File: config.mk
export PLATFORM = sky130hd
export DESIGN_NAME = mux_scan_ctrl
export DESIGN_NICKNAME = d
export VERILOG_FILES = /design/src/rtl/mux_scan_ctrl.sv
export SDC_FILE = /design/constraint.sdc
export NUM_CORES = 1
export LEC_CHECK = 0
export ABC_AREA = 1
export ABC_CLOCK_PERIOD_IN_PS = 1700
export BUFFER_PORTS_ARGS = -buffer_cell sky130_fd_sc_hd__buf_2
export CELL_PAD_IN_SITES_DETAIL_PLACEMENT = 1
export CELL_PAD_IN_SITES_GLOBAL_PLACEMENT = 2
export CORE_ASPECT_RATIO = 0.7
export CORE_UTILIZATION = 32
export DETAILED_ROUTE_END_ITERATION = 8
export GPL_TIMING_DRIVEN = 1
export MAX_ROUTING_LAYER = met4
export PLACE_DENSITY = 0.77
export REMOVE_ABC_BUFFERS = 1
export SETUP_SLACK_MARGIN = 0.4
export SLEW_MARGIN = 10
export SYNTH_ARGS = -nofsm -noshare
export SYNTH_HDL_FRONTEND = slang
export SYNTH_SLANG_ARGS = --single-unit
File: constraint.sdc
create_clock -name clk -period 1.7 [get_ports clk]
set_input_delay 0.085 -clock clk [delete_from_list [all_inputs] [get_ports clk]]
set_output_delay 0.085 -clock clk [all_outputs]
set_load 0.02 [all_outputs]
File: src/rtl/mux_scan_ctrl.sv
// mux_scan_ctrl: walks a 4:1 bit mux through its channels with a
// programmable dwell and captures one bit per channel into a snapshot.
module mux_scan_ctrl #(
   parameter int DWELL = 4
) (
   input  logic       clk,
   input  logic       rst,
   input  logic       start,
   input  logic       continuous,
   input  logic       mux_in,
   output logic [1:0] sel,
   output logic       busy,
   output logic [3:0] sample,
   output logic       valid
);

   localparam int CW = (DWELL > 1) ? $clog2(DWELL) : 1;
   localparam logic [CW-1:0] RELOAD = CW'(DWELL - 1);

   localparam logic [1:0] S_IDLE = 2'd0;
   localparam logic [1:0] S_SCAN = 2'd1;
   localparam logic [1:0] S_DONE = 2'd2;

   logic [1:0]    state;
   logic [CW-1:0] cnt;
   logic [3:0]    shadow;
   logic [3:0]    cap;
   logic          last_ch;
   logic          win_end;

   assign last_ch = (sel == 2'd3);
   assign win_end = (cnt == '0);

   // shadow with the bit of the current channel replaced by mux_in
   always_comb begin
      cap      = shadow;
      cap[sel] = mux_in;
   end

   // frame sequencer: state, select lines and dwell counter
   always_ff @(posedge clk) begin
      if (rst) begin
         state <= S_IDLE;
         sel   <= 2'd0;
         cnt   <= '0;
         busy  <= 1'b0;
      end else begin
         unique case (1'b1)
            (state == S_SCAN): begin
               if (!win_end) begin
                  cnt <= cnt - CW'(1);
               end else if (!last_ch) begin
                  sel <= sel + 2'd1;
                  cnt <= RELOAD;
               end else begin
                  state <= S_DONE;
               end
            end
            (state == S_DONE): begin
               sel <= 2'd0;
               if (continuous) begin
                  state <= S_SCAN;
                  cnt   <= RELOAD;
               end else begin
                  state <= S_IDLE;
                  busy  <= 1'b0;
               end
            end
            default: begin
               sel  <= 2'd0;
               busy <= 1'b0;
               if (start) begin
                  state <= S_SCAN;
                  cnt   <= RELOAD;
                  busy  <= 1'b1;
               end else begin
                  state <= S_IDLE;
               end
            end
         endcase
      end
   end

   // capture at each window end; publish the snapshot entering DONE
   always_ff @(posedge clk) begin
      if (rst) begin
         shadow <= 4'd0;
         sample <= 4'd0;
         valid  <= 1'b0;
      end else begin
         valid <= 1'b0;
         if (state == S_SCAN && win_end) begin
            shadow <= cap;
            if (last_ch) begin
               sample <= cap;
               valid  <= 1'b1;
            end
         end
      end
   end

endmodule

## Word-level counts from Yosys, hierarchy flattened

Cells that the tools add are included.

| operators by class | value |
|---|---|
| bitwise logic cells | 3 |
| equality and inequality tests | 8 |
| order comparisons | 2 |
| add/subtract/negate cells | 2 |
| reductions and logical operators | 11 |
| mux-type cells | 17 |

Operator list:

| cell | number |
|---|---|
| $mux 2 | 6 |
| $ne 2x2->1 const B | 4 |
| $pmux 2 s2 | 2 |
| $reduce_and 2->1 | 4 |
| $mux 1 | 6 |
| $bwmux 4 | 1 |
| $eq 2x2->1 const B | 2 |
| $reduce_or 2->1 | 2 |
| $lt 2x3->1 const B | 1 |
| $ne 3x3->1 const B | 1 |
| $not 1->1 | 3 |
| $reduce_and 3->1 | 1 |
| $reduce_bool 3->1 | 1 |
| $add 2x1->2 const B | 1 |
| $demux 1 s2 | 1 |
| $eq 2x1->1 const B | 1 |
| $ge 2x1->1 const B | 1 |
| $logic_and 1x1->1 | 2 |
| $logic_not 2->1 | 1 |
| $pmux 1 s2 | 1 |
| $sub 2x1->2 const B | 1 |

| storage, ports and cells | value |
|---|---|
| bits of input ports | 5 |
| output and inout port bits | 8 |
| bits in registers | 16 |
| word-level logic and storage cells | 50 |

## Logic depth before layout (Yosys ltp)

Gate-level depths: netlist of the first run.

| logic depth | value |
|---|---|
| depth in word-level cells | 5 |
| mapped depth | 8 |
| gate-level depth less buffers | 8 |

## Worst setup path before layout of the first run

Ideal clock, no wire load.

| timing | value |
|---|---|
| path type | reg-to-reg |
| from | register sel[0] |
| to | register shadow[0] |
| clock period less this slack | 1.256 ns |
| arrival | 1.128 ns |
| cell stages (with the launch flop) | 5 |
| slack | 0.444 ns |
| required time | 1.573 ns |
| setup time | 0.127 ns |
| buffers on the path | 0 |
| path through | dfxtp_1 -> inv_1 -> ha_1 -> o21ai_0 -> a21oi_1 |

| between the ends | value |
|---|---|
| cells in the longest elaborated chain, start to end | 5 |
| elaborated cells between the ends (all ways) | 6 |
| classes of those cells | order compare (2); mux (3); reduce/logical (1) |

Ends and longest elaborated chain:

| element | RTL line | text |
|---|---|---|
| start: declaration | 11 | `output logic [1:0] sel,` |
| start signal: assignment | 53 | `sel <= sel + 2'd1;` |
| $lt 2x3->1 (implied by the code) / $ge 2x1->1 (equally long branches) | 37 | `cap[sel] = mux_in;` |
| $logic_and 1x1->1 (implied by the code) | 37 |  |
| $mux 1 (implied by the code) | 37 |  |
| $demux 1 s2 (*) | 37 |  |
| $bwmux 4 (*) | 37 |  |
| end signal: assignment | 93 | `shadow <= cap;` |
| end: declaration | 26 | `logic [3:0] shadow;` |

Every way passes the cells marked *; elsewhere a longest branch is shown, timed or not.
A chain may end at the register's enable or synchronous reset.

## Worst setup path in the final report of the first run

Ends and elaborated chain as after synthesis.

==> results of run 1 <==
==> registers in the layout, summed over array words and instances, names as in the netlist <==
signal	flops
sample	4
shadow	3
cnt	2
sel	2
state	2
busy	1
valid	1
==> what timing repair did <==
item / 4_1_cts / 5_1_grt
setup buffers: 0 / 0
endpoints found under the setup margin: 5 / 10
hold buffers: 1 / 0
gates cloned: 0 / 0
endpoints found under the hold margin: 1 / 0
resized for setup: 2 / 7
==> per-stage QoR <==
step           area [um^2]  setup slack, ps  instances
6_report               921              508        153
5_1_grt                921              401        153
4_1_cts                903              446        153
3_5_place_dp           865              394        148
3_3_place_gp           865              458        148
2_1_floorplan          764              444        104
==> area by class of cell <==
cell class	count	area [um^2]	share of cell area [%]
tap	32	40.0	4.35
timing repair buffer	13	70.1	7.61
clock buffer	4	26.3	2.85
inverter	17	63.8	6.93
sequential	15	305	33.2
multi-input combinational	72	415	45.1
==> cell families after synthesis <==
kind of cell	count (synthesis)
and+or+nand+nor	44
AOI/OAI and AO/OA	20
buffers and inverters	18
DFF	15
adders and majority gates	8
==> per-layer routing <==
layer  vias to the layer above  share of wire, %  track usage [%]
li1                        363                 -                -
met1                       302                56             23.3
met2                        12                39             20.7
met3                         4               3.8             6.40
met4                         0               1.3             5.45
met5                         -                 0                -
==> cell usage after synthesis <==
| library cell | number | share of area (%) |
|---|---|---|
| a21oi_1 | 7 | 4.6 |
| buf_2 | 1 | 0.65 |
| dfxtp_1 | 15 | 39 |
| ha_1 | 8 | 13 |
| inv_1 | 16 | 7.8 |
| inv_2 | 1 | 0.49 |
| nand2_1 | 25 | 12 |
| nand3_1 | 6 | 3.9 |
| nand3_4 | 1 | 2.3 |
| nand4_1 | 1 | 0.81 |
| nor2_1 | 10 | 4.9 |
| nor2_4 | 1 | 1.5 |
| o21ai_0 | 10 | 6.5 |
| o21ai_1 | 2 | 1.3 |
| o21ai_2 | 1 | 1.1 |
==> power groups by stage <==
stage | Combinational (uW) | Clock, uW | Sequential (uW)
after floorplan | 156 | 0 | 415
after global placement | 215 | 0 | 409
after detailed placement | 222 | 0 | 411
after CTS | 229 | 226 | 403
after global routing | 272 | 239 | 415
final | 235 | 209 | 410
==> critical path, stage by stage, from the launching register on <==
cell and delay (ps):
dfxtp_1 380, inv_1 100, ha_1 220, o21ai_1 250, a21oi_1 120
==> how the worst max path moves through the flow <==
| stage | endpoint | slack, ps | cells after the start |
|---|---|---|---|
| after floorplan | shadow[0] | 440 | 4 |
| after global placement | cnt[1] | 460 | 7 |
| after detailed placement | shadow[0] | 390 | 6 |
| after CTS | shadow[0] | 450 | 6 |
| after global routing | cnt[1] | 400 | 8 |
| final | shadow[0] | 510 | 4 |
==> cells in the final DEF (no fill, tap or decap), types with 4 or more instances in the layout <==
master and count:
a21oi_1 7, buf_2 12, dfxtp_1 13, ha_1 6, inv_1 15, nand2_1 25
nand3_1 6, nor2_1 10, o21ai_0 8, o21ai_1 4
==> impl_metrics.toml, run 1 <==
[run_status]
status = "complete, no violations"

[global_route]
grt_start_max_net_pins = 11
grt_pass1_vias = 627
grt_pass1_wl_mm = 2.95
grt_overflow = 0
antenna_found_initial = 0
grt_usage_pct = 16.4

[drt]
drt_wl_total_mm = 1.75
drc = 0
final_antenna_net_count = 0
drtIter0Drc = 6
vias = 681
first_pass_iters = 4
via_per_inst = 4.45
wl_per_cell_um = 11.5

[die]
start_util_pct = 34.9
dieArea_um2 = 2610
pin_count = 13
num_rows = 14
die_w_um = 60.6
core-area_um2 = 2210
die_h_um = 43.0

[timing]
period_share_pct = 70.1
max_freq_ghz = 0.839
grt_setup_unrepaired = "false"
final_hold_viol_count = 0
max-slew-margin-rel_pct = 77.1
holdWs_ps = 42.1
drv_slew = 0
fin_setup_tns_ps = 0
setup_viol = 0
worst_pin_slew_ps = 342
skew_ps = 3.57
min_period_ps = 1190

[synthesis]
synth_top_family_by_area = "simple AND/OR/NAND/NOR gates"
synth_area_per_cell_um2 = 7.33
synth_xor_area_share_pct = 0
yosys.area_share.simple_pct = 25.5
yosys-mux-area-fraction_pct = 0
synth_compound_area_share_pct = 13.5
synth_fa_ha_area_share_pct = 13.0
synth_seq_area_share_pct = 39.0
ys_ff_latch = 15
yosysUniqueCellTypes = 15
yosysWarnings = 0
syn_area_um2 = 769
netlist_instances = 105

[min_path]
hp-start = "rst"
hp-class = "in2reg"
holdPathEnd = "state[1]"
holdPathStages = 2

[layout]
fillers = 296
final_core_util_pct = 41.7
n_antenna_cell = 0
finalNetCount = 135
drive_gt1_share_pct = 19.8
area_growth_pct = 19.7

[setup_path]
reg2reg_to = "shadow[0]"
worstReg2RegStart = "sel[0]"
reg2reg_slack_ps = 510
start_kind = "flip-flop"
critPathKind = "reg2reg"
critPathMaxFanout = 4
crit_start = "sel[0]"
worstSetupEndpointType = "flip-flop"
ff2ff_path_depth = 4
required_ps = 1870
arrival_ps = 1370

[power]
pwr-share-comb_pct = 27.5
power_frac_seq_pct = 48.0
finalPower_uw = 853
clock_power_share_pct = 24.5
swShare_pct = 33.8
p_int_uw = 564
p_per_area_nw_per_um2 = 926
netSwitchingPower_uw = 289
irDropWorstVdd_uv = 349
p_leak_uw = 0.000439

[placement]
io_buffers = 12
gp_congestion = 0.733
hpwl_mm = 1.41

[clock_tree]
clkLatencyLatePin_ps = 290
htreeDepth = 1
clock-sinks = 15
cts_tree = "built"
clkTransAtPathRegs_ps = 90
cts_buffer_depth = 2
cts_buffers = 3
cts-root-buf = "clkbuf_4"

[flow_run]
max-cap-violations = 0
No activity file was read; power rests on OpenSTA's default activity.
==> inputs of run 2 (changes only) <==
ABC_CLOCK_PERIOD_IN_PS = 1200   (was 1700)
CORE_UTILIZATION = 29   (was 32)
PLACE_DENSITY = 0.71   (was 0.77)
clock period = 1.2 ns   (was 1.7 ns; I/O delays follow)
==> run 2 against run 1 <==
  * Worst setup slack got worse by 420 ps
  * Clock power rose by 97%
  * Cell count rose by 7.8%
  * Wire length is 21% higher
  * Sequential power is 45% higher
  * Critical endpoint is now state[0]
  * Via count grew 10%
  * Non-clock buffer count grew 10
  * Maximum frequency grew 6.8%
==> impl_metrics.toml, run 2 (synthesized netlist as in run 1, its figures left out) <==
[power]
pwr-share-comb_pct = 34.0
finalPower_uw = 1520
clock_power_share_pct = 27.1
p_per_area_nw_per_um2 = 1290
swShare_pct = 33.4
irDropWorstVdd_uv = 528
netSwitchingPower_uw = 508
power_frac_seq_pct = 39.0
p_int_uw = 1010
p_leak_uw = 0.000508

[layout]
layout_commonest_cell = "nand2_1"
n_antenna_cell = 0
multi_input_area_um2 = 527
fin_area_um2 = 1180
regMostFlops = "sample"
top_regs = "sample x4, shadow x3"
area_growth_pct = 53.8
final_cell_mix = "nand2_1 (17), buf_4 (11), inv_2 (10), dfxtp_2 (9), nand2_2 (8)"
finalNetCount = 145
seqCellArea_um2 = 319
fillers = 310
drive_gt1_share_pct = 58.0
largest_register_ffs = 4

[clock_tree]
cts-root-buf = "clkbuf_8"
cts_buffers = 3
clkLatencyLatePin_ps = 250
cts_tree = "built"
ctsHoldBuffers = 0
clock-sinks = 15
clkTransAtPathRegs_ps = 60
cts_buffer_depth = 2
htreeDepth = 1

[timing]
grt_setup_unrepaired = "true"
skew_ps = 4.12
worst_pin_slew_ps = 358
setup_viol = 0
period_share_pct = 93.0
max_freq_ghz = 0.896
max-slew-margin-rel_pct = 76.1
min_period_ps = 1120
drv_slew = 0
final_hold_viol_count = 0

[placement]
dpl-instance-area_um2 = 897
io_buffers = 12
gp_congestion = 0.714
hpwl_mm = 1.43

[drt]
via_per_inst = 4.54
first_pass_iters = 4
vias = 749
final_antenna_net_count = 0
wl_per_cell_um = 12.9
drt_wl_total_mm = 2.13
drc = 0
drtIter0Drc = 20

[setup_path]
critPathKind = "reg2reg"
required_ps = 1370
arrival_ps = 1290
worstSetupEndpointType = "flip-flop"
critPathMaxFanout = 3
start_kind = "flip-flop"

[global_route]
antenna_found_initial = 0
grt_start_max_net_pins = 11
grt_overflow = 0
grt_pass1_vias = 717
grt_pass1_wl_mm = 3.24
grt_usage_pct = 16.2

[min_path]
hp-class = "in2reg"

[die]
die_h_um = 45.1
core-area_um2 = 2500
num_rows = 15
start_util_pct = 30.8
die_w_um = 63.6
pin_count = 13
dieArea_um2 = 2870

[flow_run]
max-cap-violations = 0

[run_status]
status = "complete, no violations"
==> run 2: power groups by stage <==
| stage | logic (uW) | registers [uW] | clock network, uW |
|---|---|---|---|
| 2_1_floorplan | 222 | 588 | 0 |
| 3_3_place_gp | 320 | 579 | 0 |
| 3_5_place_dp | 327 | 581 | 0 |
| 4_1_cts | 447 | 591 | 429 |
| 5_1_grt | 565 | 598 | 444 |
| 6_report | 517 | 593 | 412 |
==> run 2: metal layers <==
layer  GRT usage, %  wire (um)
met1           19.0       1010
met2           27.0       1020
met3           6.31         86
met4           2.73         10
met5              -          0
==> run 2: timing repair <==
action / CTS / global route
resized for setup: 59 / 16
pin swaps: 5 / 6
buffers inserted: 3 / 4
endpoints found under the setup margin: 22 / 22
==> run 2: final cells by class <==
class / count / area share [%]
Tap cell: 34 / 3.59
Multi-Input combinational cell: 72 / 44.5
Sequential cell: 15 / 27.0
Inverter: 17 / 5.39
Clock buffer: 4 / 3.81
Timing Repair Buffer: 23 / 15.8
==> run 2: worst paths after layout <==
kind / start / endpoint / slack, ps / cells past startpoint
setup / recovery: state[1] / state[0] / 80 / 8
hold / removal: mux_in / sample[3] / 40 / 3
hold reg to reg: busy / busy / 460 / 2
setup reg to reg: state[1] / state[0] / 80 / 8
==> run 2: critical path: stages (launching register included) <==
cell and delay (ps):
dfxtp_2 340, inv_2 50, buf_4 140, ha_4 160
nand2_2 60, nand2_2 60, nand2_1 70, nand2_1 40
nor2_1 120
==> run 2: stage by stage <==
step	util (%)	setup TNS, ps	setup WS (ps)	std cells	hold slack, ps
detailed placement	35.9	-315	-73.0	154	289
global route	47.4	0	15.6	165	38.3
global placement	35.9	-64.8	-18.5	154	281
floorplan	-	-97.2	-55.5	104	129
CTS	44.8	0	120	161	28.5
finish	47.4	0	83.9	165	37.9
